<file path="config.mk">
export PLATFORM = sky130hd
export DESIGN_NAME = mc_controller_flat
export DESIGN_NICKNAME = d
export VERILOG_FILES = /design/src/rtl/mc_controller_if.sv /design/src/rtl/mc_controller.sv /design/src/flat_wrapper.sv
export SDC_FILE = /design/constraint.sdc
export NUM_CORES = 1
export LEC_CHECK = 0
export ABC_AREA = 0
export CAP_MARGIN = 20
export CELL_PAD_IN_SITES_DETAIL_PLACEMENT = 0
export CELL_PAD_IN_SITES_GLOBAL_PLACEMENT = 2
export CORE_ASPECT_RATIO = 1.75
export CORE_MARGIN = 5
export CORE_UTILIZATION = 16
export DETAILED_ROUTE_END_ITERATION = 8
export HOLD_SLACK_MARGIN = 0.05
export PLACE_DENSITY = 0.89
export RECOVER_POWER = 50
export REMOVE_ABC_BUFFERS = 1
export SKIP_CTS_REPAIR_TIMING = 1
export SLEW_MARGIN = 20
export SYNTH_ARGS = -nofsm -noshare
export SYNTH_HDL_FRONTEND = slang
export SYNTH_SLANG_ARGS = --single-unit
</file>
<file path="constraint.sdc">
create_clock -name clk -period 2.4 [get_ports clk]
set_input_delay 0.48 -clock clk [delete_from_list [all_inputs] [get_ports clk]]
set_output_delay 0.48 -clock clk [all_outputs]
set_load 0.01 [all_outputs]
</file>
<file path="src/rtl/mc_controller_if.sv">
// mc_controller_if: bundle between the multicycle control FSM and the datapath.
//   opcode/funct : instruction register fields (IR[31:26], IR[5:0])
//   zero         : ALU zero flag
//   PCEn..ZeroExt: datapath enables and mux selects
//   ALUoperation : 3-bit ALU code (000 AND, 001 OR, 010 ADD, 110 SUB, 111 SLT)
// master = controller (drives controls), slave = datapath (drives IR fields, zero).
interface mc_controller_if;
  logic [5:0] opcode;
  logic [5:0] funct;
  logic       zero;
  logic       PCEn;
  logic       IorD;
  logic       MemRead;
  logic       MemWrite;
  logic       IRWrite;
  logic       RegDst;
  logic       MemtoReg;
  logic       RegWrite;
  logic       ALUSrcA;
  logic [1:0] ALUSrcB;
  logic       ZeroExt;
  logic [1:0] PCSrc;
  logic [2:0] ALUoperation;

  modport master (
    input  opcode, funct, zero,
    output PCEn, IorD, MemRead, MemWrite, IRWrite, RegDst, MemtoReg, RegWrite,
           ALUSrcA, ALUSrcB, ZeroExt, PCSrc, ALUoperation
  );

  modport slave (
    output opcode, funct, zero,
    input  PCEn, IorD, MemRead, MemWrite, IRWrite, RegDst, MemtoReg, RegWrite,
           ALUSrcA, ALUSrcB, ZeroExt, PCSrc, ALUoperation
  );
endinterface

</file>
<file path="src/rtl/mc_controller.sv">
// mc_controller: multicycle MIPS main control FSM (Moore).
// Ports:
//   clk   : system clock, rising edge
//   rst   : asynchronous active-high reset, returns the FSM to FETCH
//   bus   : mc_controller_if.master -- IR fields and zero in, datapath controls out
//   state : current 4-bit state (debug)
// Build option: define MC_CTRL_IMM_EN to add addi/andi/slti via IMM_EX/IMM_WB;
// without it those opcodes are treated as illegal and ZeroExt stays 0.
module mc_controller (
  input  logic                    clk,
  input  logic                    rst,
  mc_controller_if.master         bus,
  output logic [3:0]              state
);

  localparam logic [3:0] FETCH    = 4'd0;
  localparam logic [3:0] DECODE   = 4'd1;
  localparam logic [3:0] MEMADR   = 4'd2;
  localparam logic [3:0] MEMRD    = 4'd3;
  localparam logic [3:0] MEMWB    = 4'd4;
  localparam logic [3:0] MEMWR    = 4'd5;
  localparam logic [3:0] RTYPE_EX = 4'd6;
  localparam logic [3:0] RTYPE_WB = 4'd7;
  localparam logic [3:0] BEQ      = 4'd8;
  localparam logic [3:0] JUMP     = 4'd9;
`ifdef MC_CTRL_IMM_EN
  localparam logic [3:0] IMM_EX   = 4'd10;
  localparam logic [3:0] IMM_WB   = 4'd11;
`endif

  logic [3:0] state_q, state_d;
  logic       pcwrite, pcwritecond;
  logic       iord, memread, memwrite, irwrite, regdst, memtoreg, regwrite;
  logic       alusrca, zeroext;
  logic [1:0] alusrcb, pcsrc;
  logic [2:0] aluop;

  always_ff @(posedge clk or posedge rst) begin
    if (rst) state_q <= FETCH;
    else     state_q <= state_d;
  end

  always_comb begin
    state_d     = FETCH;
    pcwrite     = 1'b0;
    pcwritecond = 1'b0;
    iord        = 1'b0;
    memread     = 1'b0;
    memwrite    = 1'b0;
    irwrite     = 1'b0;
    regdst      = 1'b0;
    memtoreg    = 1'b0;
    regwrite    = 1'b0;
    alusrca     = 1'b0;
    alusrcb     = 2'b00;
    zeroext     = 1'b0;
    pcsrc       = 2'b00;
    aluop       = 3'b010;
    case (state_q)
      FETCH: begin
        memread = 1'b1;
        irwrite = 1'b1;
        alusrcb = 2'b01;
        pcwrite = 1'b1;
        state_d = DECODE;
      end
      DECODE: begin
        alusrcb = 2'b11;
        case (bus.opcode)
          6'b100011, 6'b101011: state_d = MEMADR;
          6'b000000:            state_d = RTYPE_EX;
          6'b000100:            state_d = BEQ;
          6'b000010:            state_d = JUMP;
`ifdef MC_CTRL_IMM_EN
          6'b001000, 6'b001100, 6'b001010: state_d = IMM_EX;
`endif
          default:              state_d = FETCH;
        endcase
      end
      MEMADR: begin
        alusrca = 1'b1;
        alusrcb = 2'b10;
        state_d = (bus.opcode == 6'b101011) ? MEMWR : MEMRD;
      end
      MEMRD: begin
        memread = 1'b1;
        iord    = 1'b1;
        state_d = MEMWB;
      end
      MEMWB: begin
        regwrite = 1'b1;
        memtoreg = 1'b1;
      end
      MEMWR: begin
        memwrite = 1'b1;
        iord     = 1'b1;
      end
      RTYPE_EX: begin
        alusrca = 1'b1;
        state_d = RTYPE_WB;
        case (bus.funct)
          6'b100100: aluop = 3'b000;
          6'b100101: aluop = 3'b001;
          6'b100000: aluop = 3'b010;
          6'b100010: aluop = 3'b110;
          6'b101010: aluop = 3'b111;
          default:   state_d = FETCH;  // illegal funct: abandon, no writeback
        endcase
      end
      RTYPE_WB: begin
        regwrite = 1'b1;
        regdst   = 1'b1;
      end
      BEQ: begin
        alusrca     = 1'b1;
        aluop       = 3'b110;
        pcwritecond = 1'b1;
        pcsrc       = 2'b01;
      end
      JUMP: begin
        pcwrite = 1'b1;
        pcsrc   = 2'b10;
      end
`ifdef MC_CTRL_IMM_EN
      IMM_EX: begin
        alusrca = 1'b1;
        alusrcb = 2'b10;
        state_d = IMM_WB;
        case (bus.opcode)
          6'b001100: begin
            aluop   = 3'b000;
            zeroext = 1'b1;
          end
          6'b001010: aluop = 3'b111;
          default:   aluop = 3'b010;
        endcase
      end
      IMM_WB: begin
        regwrite = 1'b1;
      end
`endif
      default: state_d = FETCH;
    endcase
  end

  assign state            = state_q;
  assign bus.PCEn         = pcwrite | (pcwritecond & bus.zero);
  assign bus.IorD         = iord;
  assign bus.MemRead      = memread;
  assign bus.MemWrite     = memwrite;
  assign bus.IRWrite      = irwrite;
  assign bus.RegDst       = regdst;
  assign bus.MemtoReg     = memtoreg;
  assign bus.RegWrite     = regwrite;
  assign bus.ALUSrcA      = alusrca;
  assign bus.ALUSrcB      = alusrcb;
  assign bus.ZeroExt      = zeroext;
  assign bus.PCSrc        = pcsrc;
  assign bus.ALUoperation = aluop;

endmodule

</file>
<file path="src/flat_wrapper.sv">
// flat-port wrapper written by rule: the top's interface ports become plain ports
module mc_controller_flat 
  (clk, rst, state, bus_opcode, bus_funct, bus_zero, bus_PCEn, bus_IorD, bus_MemRead, bus_MemWrite, bus_IRWrite, bus_RegDst, bus_MemtoReg, bus_RegWrite, bus_ALUSrcA, bus_ALUSrcB, bus_ZeroExt, bus_PCSrc, bus_ALUoperation);
  mc_controller_if bus_i ();
  input  logic clk;
  input  logic rst;
  output logic [3:0] state;
  input wire logic [$bits(bus_i.opcode)-1:0] bus_opcode;
  input wire logic [$bits(bus_i.funct)-1:0] bus_funct;
  input wire logic [$bits(bus_i.zero)-1:0] bus_zero;
  output wire logic [$bits(bus_i.PCEn)-1:0] bus_PCEn;
  output wire logic [$bits(bus_i.IorD)-1:0] bus_IorD;
  output wire logic [$bits(bus_i.MemRead)-1:0] bus_MemRead;
  output wire logic [$bits(bus_i.MemWrite)-1:0] bus_MemWrite;
  output wire logic [$bits(bus_i.IRWrite)-1:0] bus_IRWrite;
  output wire logic [$bits(bus_i.RegDst)-1:0] bus_RegDst;
  output wire logic [$bits(bus_i.MemtoReg)-1:0] bus_MemtoReg;
  output wire logic [$bits(bus_i.RegWrite)-1:0] bus_RegWrite;
  output wire logic [$bits(bus_i.ALUSrcA)-1:0] bus_ALUSrcA;
  output wire logic [$bits(bus_i.ALUSrcB)-1:0] bus_ALUSrcB;
  output wire logic [$bits(bus_i.ZeroExt)-1:0] bus_ZeroExt;
  output wire logic [$bits(bus_i.PCSrc)-1:0] bus_PCSrc;
  output wire logic [$bits(bus_i.ALUoperation)-1:0] bus_ALUoperation;
  assign bus_i.opcode = bus_opcode;
  assign bus_i.funct = bus_funct;
  assign bus_i.zero = bus_zero;
  assign bus_PCEn = bus_i.PCEn;
  assign bus_IorD = bus_i.IorD;
  assign bus_MemRead = bus_i.MemRead;
  assign bus_MemWrite = bus_i.MemWrite;
  assign bus_IRWrite = bus_i.IRWrite;
  assign bus_RegDst = bus_i.RegDst;
  assign bus_MemtoReg = bus_i.MemtoReg;
  assign bus_RegWrite = bus_i.RegWrite;
  assign bus_ALUSrcA = bus_i.ALUSrcA;
  assign bus_ALUSrcB = bus_i.ALUSrcB;
  assign bus_ZeroExt = bus_i.ZeroExt;
  assign bus_PCSrc = bus_i.PCSrc;
  assign bus_ALUoperation = bus_i.ALUoperation;
  mc_controller u_core (.clk(clk), .rst(rst), .bus(bus_i), .state(state));
endmodule
</file>
==> results.json, run 1 <==
{
  "p_total_mw": 0.563,
  "pin_count": 36,
  "grt_pass1_wl_um": 2510,
  "p_leak_nw": 0.346,
  "layout-drive-gt1-share_pct": 15.5,
  "drc": 0,
  "start_util_pct": 16.8,
  "die-area_um2": 4060,
  "post-route-min-period_ns": 2.29,
  "setup_viol": 0,
  "fillerInstances": 293,
  "maxCapViolCount": 0,
  "synth_cell_types": 33,
  "wl_per_cell_um": 13.2,
  "num_rows": 25,
  "grt_max_degree": 15,
  "num_antenna_cells": 0,
  "portBuffers": 34,
  "powerDensity_nw_per_um2": 644,
  "design.core.area_um2": 2720,
  "place_ws_ns": -0.00634,
  "fin_tns_setup_ns": 0,
  "syn_area_per_cell_um2": 7.61,
  "root_buffer": "clkbuf_8",
  "path_clk_slew_ns": 0.03,
  "start_kind": "flip-flop",
  "yosys.area.top_type": "dfrtp_1",
  "ir_worst_vdd_v": 0.000306,
  "finalHoldViolations": 0,
  "first_iter_violations": 20,
  "vias_per_cell": 4.71,
  "fin_ws_ns": 0.111,
  "drv_slew": 0,
  "final_cell_mix": "clkdlybuf4s50_1, nor2_1, nand2b_1",
  "hpwlAfterDp_um": 1320,
  "critical_path.max_fanout": 9,
  "synth-seq-cells": 4,
  "num_vias": 584,
  "cts_tree": "yes",
  "grt-ovfl-total": 0,
  "post-route-util_pct": 32.1,
  "clock_latency_ns": 0.22,
  "critPathKind": "reg -> out",
  "fin_crit_sh_pct": 95.4,
  "clock_path_buffers": 2,
  "die_w_um": 50.4,
  "synthTopCellsByArea": "dfrtp_1, nand2b_1, nor2_1, and3_1, o311ai_1",
  "fmax_mhz": 437,
  "stdcell_count": 124,
  "first_global_vias": 584,
  "critPathRequiredTime_ns": 1.92,
  "die_y_um": 80.7,
  "synthCells": 60,
  "arrival_ns": 1.81,
  "grt_setup_unrepaired": "no",
  "dp.cells": 121,
  "critPathCaptureType": "output pin",
  "clock_sinks": 4,
  "syn_to_final_growth_pct": 91.5,
  "syn_area_um2": 457,
  "routed_wl_um": 1640,
  "gp_congestion": 0.772,
  "nets": 114,
  "numCtsBuffers": 3,
  "hold_class": "in -> async",
  "track_usage_pct": 8.01,
  "largest_register_ffs": 4,
  "drtPass1Iterations": 2,
  "outcome": "finished, final reports clean",
  "htreeDepth": 1,
  "grt_antenna_before_repair": 0,
  "fin_skew_ns": 0.000843,
  "ant_nets": 0,
  "seq_area_frac_synth_pct": 21.9,
  "yosysWarningCount": 0,
  "synth_top_area_share_pct": 21.9,
  "final_common_cell": "clkdlybuf4s50_1"
}
## worst max-delay path, stage by stage, from the launching register on
cell,delay (ns)
dfrtp_2,0.46
or2b_1,0.28
nor3_1,0.18
or2_2,0.14
clkdlybuf4s50_1,0.53
## power by group
part	switching (mW)	total, mW	internal [mW]
sequential	0.0454	0.126	0.0807
combinational	0.117	0.295	0.178
clock	0.0348	0.142	0.107
total	0.197	0.563	0.366
## per-layer routing
metal | global-route usage (%) | wire (um)
met5 | 0 | 0
met4 | 5.88 | 52
met3 | 3.15 | 195
met2 | 12.7 | 726
met1 | 8.27 | 663
## cell usage after synthesis
| master | instances |
|---|---|
| a211o_1 | 1 |
| a21oi_1 | 2 |
| a32oi_1 | 1 |
| and2_1 | 1 |
| and3_1 | 3 |
| and4bb_1 | 1 |
| buf_2 | 1 |
| buf_4 | 1 |
| clkbuf_1 | 1 |
| conb_1 | 1 |
| dfrtp_1 | 4 |
| inv_1 | 3 |
| mux2_2 | 1 |
| nand2_1 | 1 |
| nand2b_1 | 6 |
| nand3_1 | 1 |
| nand4_1 | 1 |
| nand4_2 | 1 |
| nor2_1 | 8 |
| nor2b_1 | 2 |
| nor2b_4 | 1 |
| nor3_1 | 3 |
| nor3b_1 | 2 |
| nor4_1 | 2 |
| o211ai_1 | 1 |
| o21bai_1 | 1 |
| o221ai_1 | 1 |
| o22ai_1 | 1 |
| o311ai_1 | 2 |
| o31a_1 | 1 |
| or2_2 | 2 |
| or2b_1 | 1 |
| xor2_1 | 1 |
## kinds of logic (layout without fill, tap and decap cells)
family,after synthesis,in the layout,share of synthesized area (%)
and+or+nand+nor,36,36,48.5
AOI/OAI and AO/OA,11,11,18.4
buffers and inverters,6,43,6.03
DFF,4,4,21.9
other,1,1,0.821
xor gates and xnor gates,1,1,1.92
muxes,1,1,2.47
## area by class of cell
| cell class | count | area [um^2] | area share (%) |
|---|---|---|---|
| repair buffers | 37 | 350 | 40.1 |
| flip-flops and latches | 4 | 104 | 11.9 |
| clock buffers | 3 | 41.3 | 4.72 |
| inverters | 3 | 11.3 | 1.29 |
| multi-input cells | 50 | 334 | 38.2 |
| well taps | 27 | 33.8 | 3.86 |
## path summary, 6_finish.rpt
check,slack [ns],cells past startpoint,from,endpoint
worst max-delay path,0.11,4,u_core.state[3]$_DFF_PP0_,bus_RegWrite
max in group asynchronous,1.66,2,rst,u_core.state[3]$_DFF_PP0_
worst min register to register,0.76,2,u_core.state[1]$_DFF_PP0_,u_core.state[2]$_DFF_PP0_
min in group clk,0.76,2,u_core.state[1]$_DFF_PP0_,u_core.state[2]$_DFF_PP0_
worst max register to register,0.95,4,u_core.state[0]$_DFF_PP0_,u_core.state[2]$_DFF_PP0_
worst min-delay path,0.58,2,rst,u_core.state[1]$_DFF_PP0_
## per-stage QoR
stage          hold slack (ns)  area, um^2
4_1_cts                  0.456         878
3_3_place_gp             0.686         837
6_report                 0.584         875
2_1_floorplan            0.246         440
5_1_grt                  0.597         875
3_5_place_dp             0.685         837
No activity file was read; power rests on OpenSTA's default activity.
==> run 2, diff against run 1 <==
--- a/config.mk
+++ b/config.mk
@@ -10,7 +10,6 @@
 export CELL_PAD_IN_SITES_DETAIL_PLACEMENT = 0
 export CELL_PAD_IN_SITES_GLOBAL_PLACEMENT = 2
 export CORE_ASPECT_RATIO = 1.75
-export CORE_MARGIN = 5
 export CORE_UTILIZATION = 16
 export DETAILED_ROUTE_END_ITERATION = 8
 export HOLD_SLACK_MARGIN = 0.05
==> constraint.sdc (replaced) <==
create_clock -name clk -period 2.4 [get_ports clk]
set_input_delay 0.48 -clock clk [delete_from_list [all_inputs] [get_ports clk]]
set_output_delay 0.48 -clock clk [all_outputs]
set_load 0.02 [all_outputs]
==> run 2 against run 1 <==
Net effect:
- hold slack got worse by 0.00067 ns
- sequential power about the same
- first-iteration DRC count decreased by 60%
- cell count increased by 1.6%
- count of clock-buffer cells in the layout unchanged
- die area decreased by 24%
- clock skew increased by 0.0037 ns
- critical path type unchanged
- critical endpoint is now bus_IRWrite
- largest power group unchanged
==> results.json, run 2 (synthesis gave the netlist of run 1 again) <==
{
  "outcome": "finished, final reports clean",
  "design.core.area_um2": 2690,
  "track_usage_pct": 11.0,
  "fmax_mhz": 434,
  "drtPass1Iterations": 4,
  "post-route-util_pct": 33.2,
  "clock_latency_ns": 0.22,
  "setup_viol": 0,
  "critPathRequiredTime_ns": 1.92,
  "clock_path_buffers": 2,
  "htreeDepth": 1,
  "maxCapViolCount": 0,
  "first_global_vias": 611,
  "final_area_um2": 893,
  "gp_congestion": 0.877,
  "syn_to_final_growth_pct": 95.6,
  "first_iter_violations": 8,
  "root_buffer": "clkbuf_8",
  "pin_count": 36,
  "place_ws_ns": -0.0588,
  "grt_setup_unrepaired": "no",
  "portBuffers": 34,
  "layout-drive-gt1-share_pct": 17.2,
  "p_total_mw": 0.604,
  "largest_register_ffs": 4,
  "post-route-min-period_ns": 2.30,
  "ir_worst_vdd_v": 0.000302,
  "postPlaceCellArea_um2": 852,
  "wl_per_cell_um": 12.3,
  "finalHoldViolations": 0,
  "num_vias": 605,
  "grt_antenna_before_repair": 0,
  "hold_class": "in -> async",
  "hpwlAfterDp_um": 1240,
  "vias_per_cell": 4.80,
  "die_y_um": 72.7,
  "fin_ws_ns": 0.0950,
  "ant_nets": 0,
  "dp.cells": 123,
  "num_antenna_cells": 0,
  "powerDensity_nw_per_um2": 676,
  "routed_wl_um": 1550,
  "arrival_ns": 1.82,
  "clock_sinks": 4,
  "numCtsBuffers": 3,
  "grt_pass1_wl_um": 2620,
  "p_leak_nw": 0.397,
  "drv_slew": 0,
  "grt-ovfl-total": 0,
  "grt_max_degree": 15,
  "critical_path.max_fanout": 9,
  "stdcell_count": 126,
  "drc": 0,
  "critPathCaptureType": "output pin",
  "fillerInstances": 279,
  "final_cell_mix": "clkdlybuf4s50_1, nor2_1, nand2b_1, dlygate4sd3_1, buf_4",
  "die_w_um": 42.4,
  "final_common_cell": "clkdlybuf4s50_1",
  "critPathKind": "reg -> out",
  "fin_tns_setup_ns": 0,
  "fin_crit_sh_pct": 96.0,
  "start_util_pct": 17.0,
  "nets": 116,
  "path_clk_slew_ns": 0.03,
  "fin_skew_ns": 0.00455,
  "num_rows": 25,
  "start_kind": "flip-flop",
  "whs_ns": 0.584,
  "cts_tree": "yes",
  "die-area_um2": 3080
}
[run 2: final timing paths]
check,from,to,slack (ns),cells past startpoint
setup / recovery,u_core.state[3]$_DFF_PP0_,bus_IRWrite,0.1,3
hold / removal,rst,u_core.state[0]$_DFF_PP0_,0.58,2
setup reg to reg,u_core.state[0]$_DFF_PP0_,u_core.state[1]$_DFF_PP0_,0.78,5
hold reg to reg,u_core.state[2]$_DFF_PP0_,u_core.state[3]$_DFF_PP0_,0.77,3
max in group asynchronous,rst,u_core.state[2]$_DFF_PP0_,1.66,2
min in group clk,u_core.state[2]$_DFF_PP0_,u_core.state[3]$_DFF_PP0_,0.77,3
[run 2: layer usage]
layer  global-route usage [%]  vias up  routed length, um
met5                        0        -                  0
met4                     5.21        0                  0
li1                         -      302                  -
met3                     2.97        0                125
met1                     11.6      265                626
met2                     19.7       38                802
[run 2: layout make-up]
type	count	area, um^2	share of cell area (%)
clock buffer	3	41.3	4.62
inverter	3	11.3	1.26
multi-input combinational	50	333	37.3
sequential	4	104	11.6
tap	27	33.8	3.78
timing repair buffer	39	370	41.5
[run 2: critical path, stage by stage (launching register included)]
cell             delay, ns
dfrtp_2               0.47
or2_2                 0.35
nor3_1                0.15
clkdlybuf4s50_1       0.63
[run 2: report_power, final]
| part | total, mW | switching (mW) | internal, mW |
|---|---|---|---|
| Combinational | 0.334 | 0.168 | 0.166 |
| Sequential | 0.126 | 0.0450 | 0.0807 |
| Clock | 0.144 | 0.0372 | 0.107 |
| Total | 0.604 | 0.250 | 0.354 |
==> run 3, diff against run 2 <==
--- a/config.mk
+++ b/config.mk
@@ -10,10 +10,10 @@
 export CELL_PAD_IN_SITES_DETAIL_PLACEMENT = 0
 export CELL_PAD_IN_SITES_GLOBAL_PLACEMENT = 2
 export CORE_ASPECT_RATIO = 1.75
-export CORE_UTILIZATION = 16
+export CORE_UTILIZATION = 15
 export DETAILED_ROUTE_END_ITERATION = 8
 export HOLD_SLACK_MARGIN = 0.05
-export PLACE_DENSITY = 0.89
+export PLACE_DENSITY = 0.85
 export RECOVER_POWER = 50
 export REMOVE_ABC_BUFFERS = 1
 export SKIP_CTS_REPAIR_TIMING = 1
==> constraint.sdc (replaced) <==
create_clock -name clk -period 2.5 [get_ports clk]
set_input_delay 0.5 -clock clk [delete_from_list [all_inputs] [get_ports clk]]
set_output_delay 0.5 -clock clk [all_outputs]
set_load 0.02 [all_outputs]
==> run 3 against run 2 <==
Net effect:
- the run now ends with DRC left
- core utilization down 3.0 points
- first-iteration DRC count rose to 5.0 times the previous value
- count of clock-buffer cells in the layout unchanged
- global-route usage up 0.30 points
- combinational power down 5%
- largest cell class unchanged
- hold slack better by 0.020 ns
- highest routed layer is now met4
==> results.json, run 3 (synthesis gave the netlist of run 1 again) <==
{
  "root_buffer": "clkbuf_8",
  "vias_per_cell": 4.73,
  "grt_use_met1_pct": 11.1,
  "finalHoldViolations": 0,
  "gp_congestion": 0.740,
  "critPathRequiredTime_ns": 2.00,
  "cp_cell_sequence": "clkdlybuf4s50_1, nor2_1, nand4_2, nand2b_1, clkdlybuf4s50_1",
  "outcome": "finished with violations",
  "grt_antenna_before_repair": 0,
  "wl_per_cell_um": 12.5,
  "whs_ns": 0.604,
  "first_global_vias": 607,
  "grt-ovfl-total": 0,
  "hpwlAfterDp_um": 1230,
  "dp.cells": 121,
  "cp_slowest_cell": "clkdlybuf4s50_1",
  "drv_slew": 0,
  "powerDensity_nw_per_um2": 661,
  "worstRegToRegCells": 3,
  "grt_setup_unrepaired": "no",
  "path_clk_slew_ns": 0.03,
  "crit_family": "buffers and inverters",
  "rrSetupSlack_ns": 0.96,
  "r2r_end": "u_core.state[2]$_DFF_PP0_",
  "start_util_pct": 15.8,
  "critPathKind": "in -> out",
  "portBuffers": 34,
  "path_buf_inv": 2,
  "busiest_layer": "met2",
  "ir_worst_vdd_v": 0.000221,
  "start_kind": "primary input",
  "fin_crit_sh_pct": 95.2,
  "use_met2_pct": 19.1,
  "regArea_um2": 104,
  "stdcell_count": 124,
  "final_common_cell": "clkdlybuf4s50_1",
  "cts_tree": "yes",
  "post-route-min-period_ns": 2.38,
  "arrival_ns": 1.88,
  "numCtsBuffers": 3,
  "routed_wl_um": 1560,
  "critPathCaptureType": "output pin",
  "grt_pass1_wl_um": 2690,
  "track_usage_pct": 11.3,
  "num_antenna_cells": 0,
  "die_w_um": 43.7,
  "syn_to_final_growth_pct": 91.2,
  "num_rows": 26,
  "clock_path_buffers": 2,
  "grt_max_degree": 15,
  "use_met3_pct": 3.36,
  "pin_count": 36,
  "final_cell_mix": "clkdlybuf4s50_1, nor2_1, nand2b_1, dlygate4sd3_1",
  "drtPass1Iterations": 6,
  "setup_viol": 0,
  "first_iter_violations": 40,
  "largest_register_ffs": 4,
  "fmax_mhz": 420,
  "critical_path.max_fanout": 4,
  "layout-drive-gt1-share_pct": 14.6,
  "multi_input_area_um2": 334,
  "maxCapViolCount": 0,
  "htreeDepth": 1,
  "ant_nets": 0,
  "die-area_um2": 3280,
  "critPathMaxStageDelay_ns": 0.54,
  "hold_class": "in -> async",
  "clock_sinks": 4,
  "clock_latency_ns": 0.22,
  "violations": "DRC",
  "die_y_um": 75.0,
  "fin_skew_ns": 0.00157,
  "path_common_cell": "clkdlybuf4s50_1",
  "design.core.area_um2": 2900,
  "r2r-start": "u_core.state[0]$_DFF_PP0_",
  "drc": 7,
  "nets": 113,
  "num_vias": 586,
  "fillerInstances": 315,
  "p_leak_nw": 0.389
}
## run 3: how the worst max path moves through the flow
stage / end / cells past startpoint / start
after global routing: bus_ALUoperation[1] / 5 / bus_funct[4]
after CTS: bus_ALUoperation[0] / 5 / bus_funct[2]
after detailed placement: bus_ALUoperation[0] / 5 / bus_funct[2]
after floorplan: bus_RegWrite / 3 / u_core.state[3]$_DFF_PP0_
after global placement: bus_ALUoperation[0] / 5 / bus_funct[2]
final: bus_ALUoperation[1] / 5 / bus_funct[4]
## run 3: area by class of cell
type                    count  area share [%]
flip-flops and latches      4            11.9
well taps                  28            4.01
clock buffers               3            4.73
inverters                   3            1.29
repair buffers             36            39.8
multi-input cells          50            38.3
## run 3: power breakdown
| part | leakage, nW | switching [mW] | internal (mW) |
|---|---|---|---|
| Combinational | 0.319 | 0.161 | 0.156 |
| Sequential | 0.0484 | 0.0432 | 0.0775 |
| Clock | 0.0216 | 0.0369 | 0.103 |
## run 3: per-layer routing
layer,vias up,part of all wire (%)
met5,-,0
met4,0,2.8
met3,7,12
met2,39,50
met1,251,35
li1,289,-
## run 3: worst reg2reg max path: cells and delay by family (launching register included)
| family | cells | cell delay (ns) |
|---|---|---|
| flops | 1 | 0.59 |
| compound gates | 1 | 0.40 |
| simple gates | 2 | 0.39 |
## run 3: through the flow
| step | instance area, um^2 | util, % | TNS, ns | setup slack [ns] | power [mW] |
|---|---|---|---|---|---|
| 2_1_floorplan | 440 | - | 0 | 0.436 | 0.280 |
| 3_3_place_gp | 831 | 28.7 | -0.0304 | -0.0304 | 0.458 |
| 3_5_place_dp | 831 | 28.7 | -0.0109 | -0.0109 | 0.458 |
| 4_1_cts | 872 | 30.1 | -0.0262 | -0.0262 | 0.599 |
| 5_1_grt | 873 | 30.2 | 0 | 0.0276 | 0.613 |
| 6_report | 873 | 30.2 | 0 | 0.119 | 0.577 |
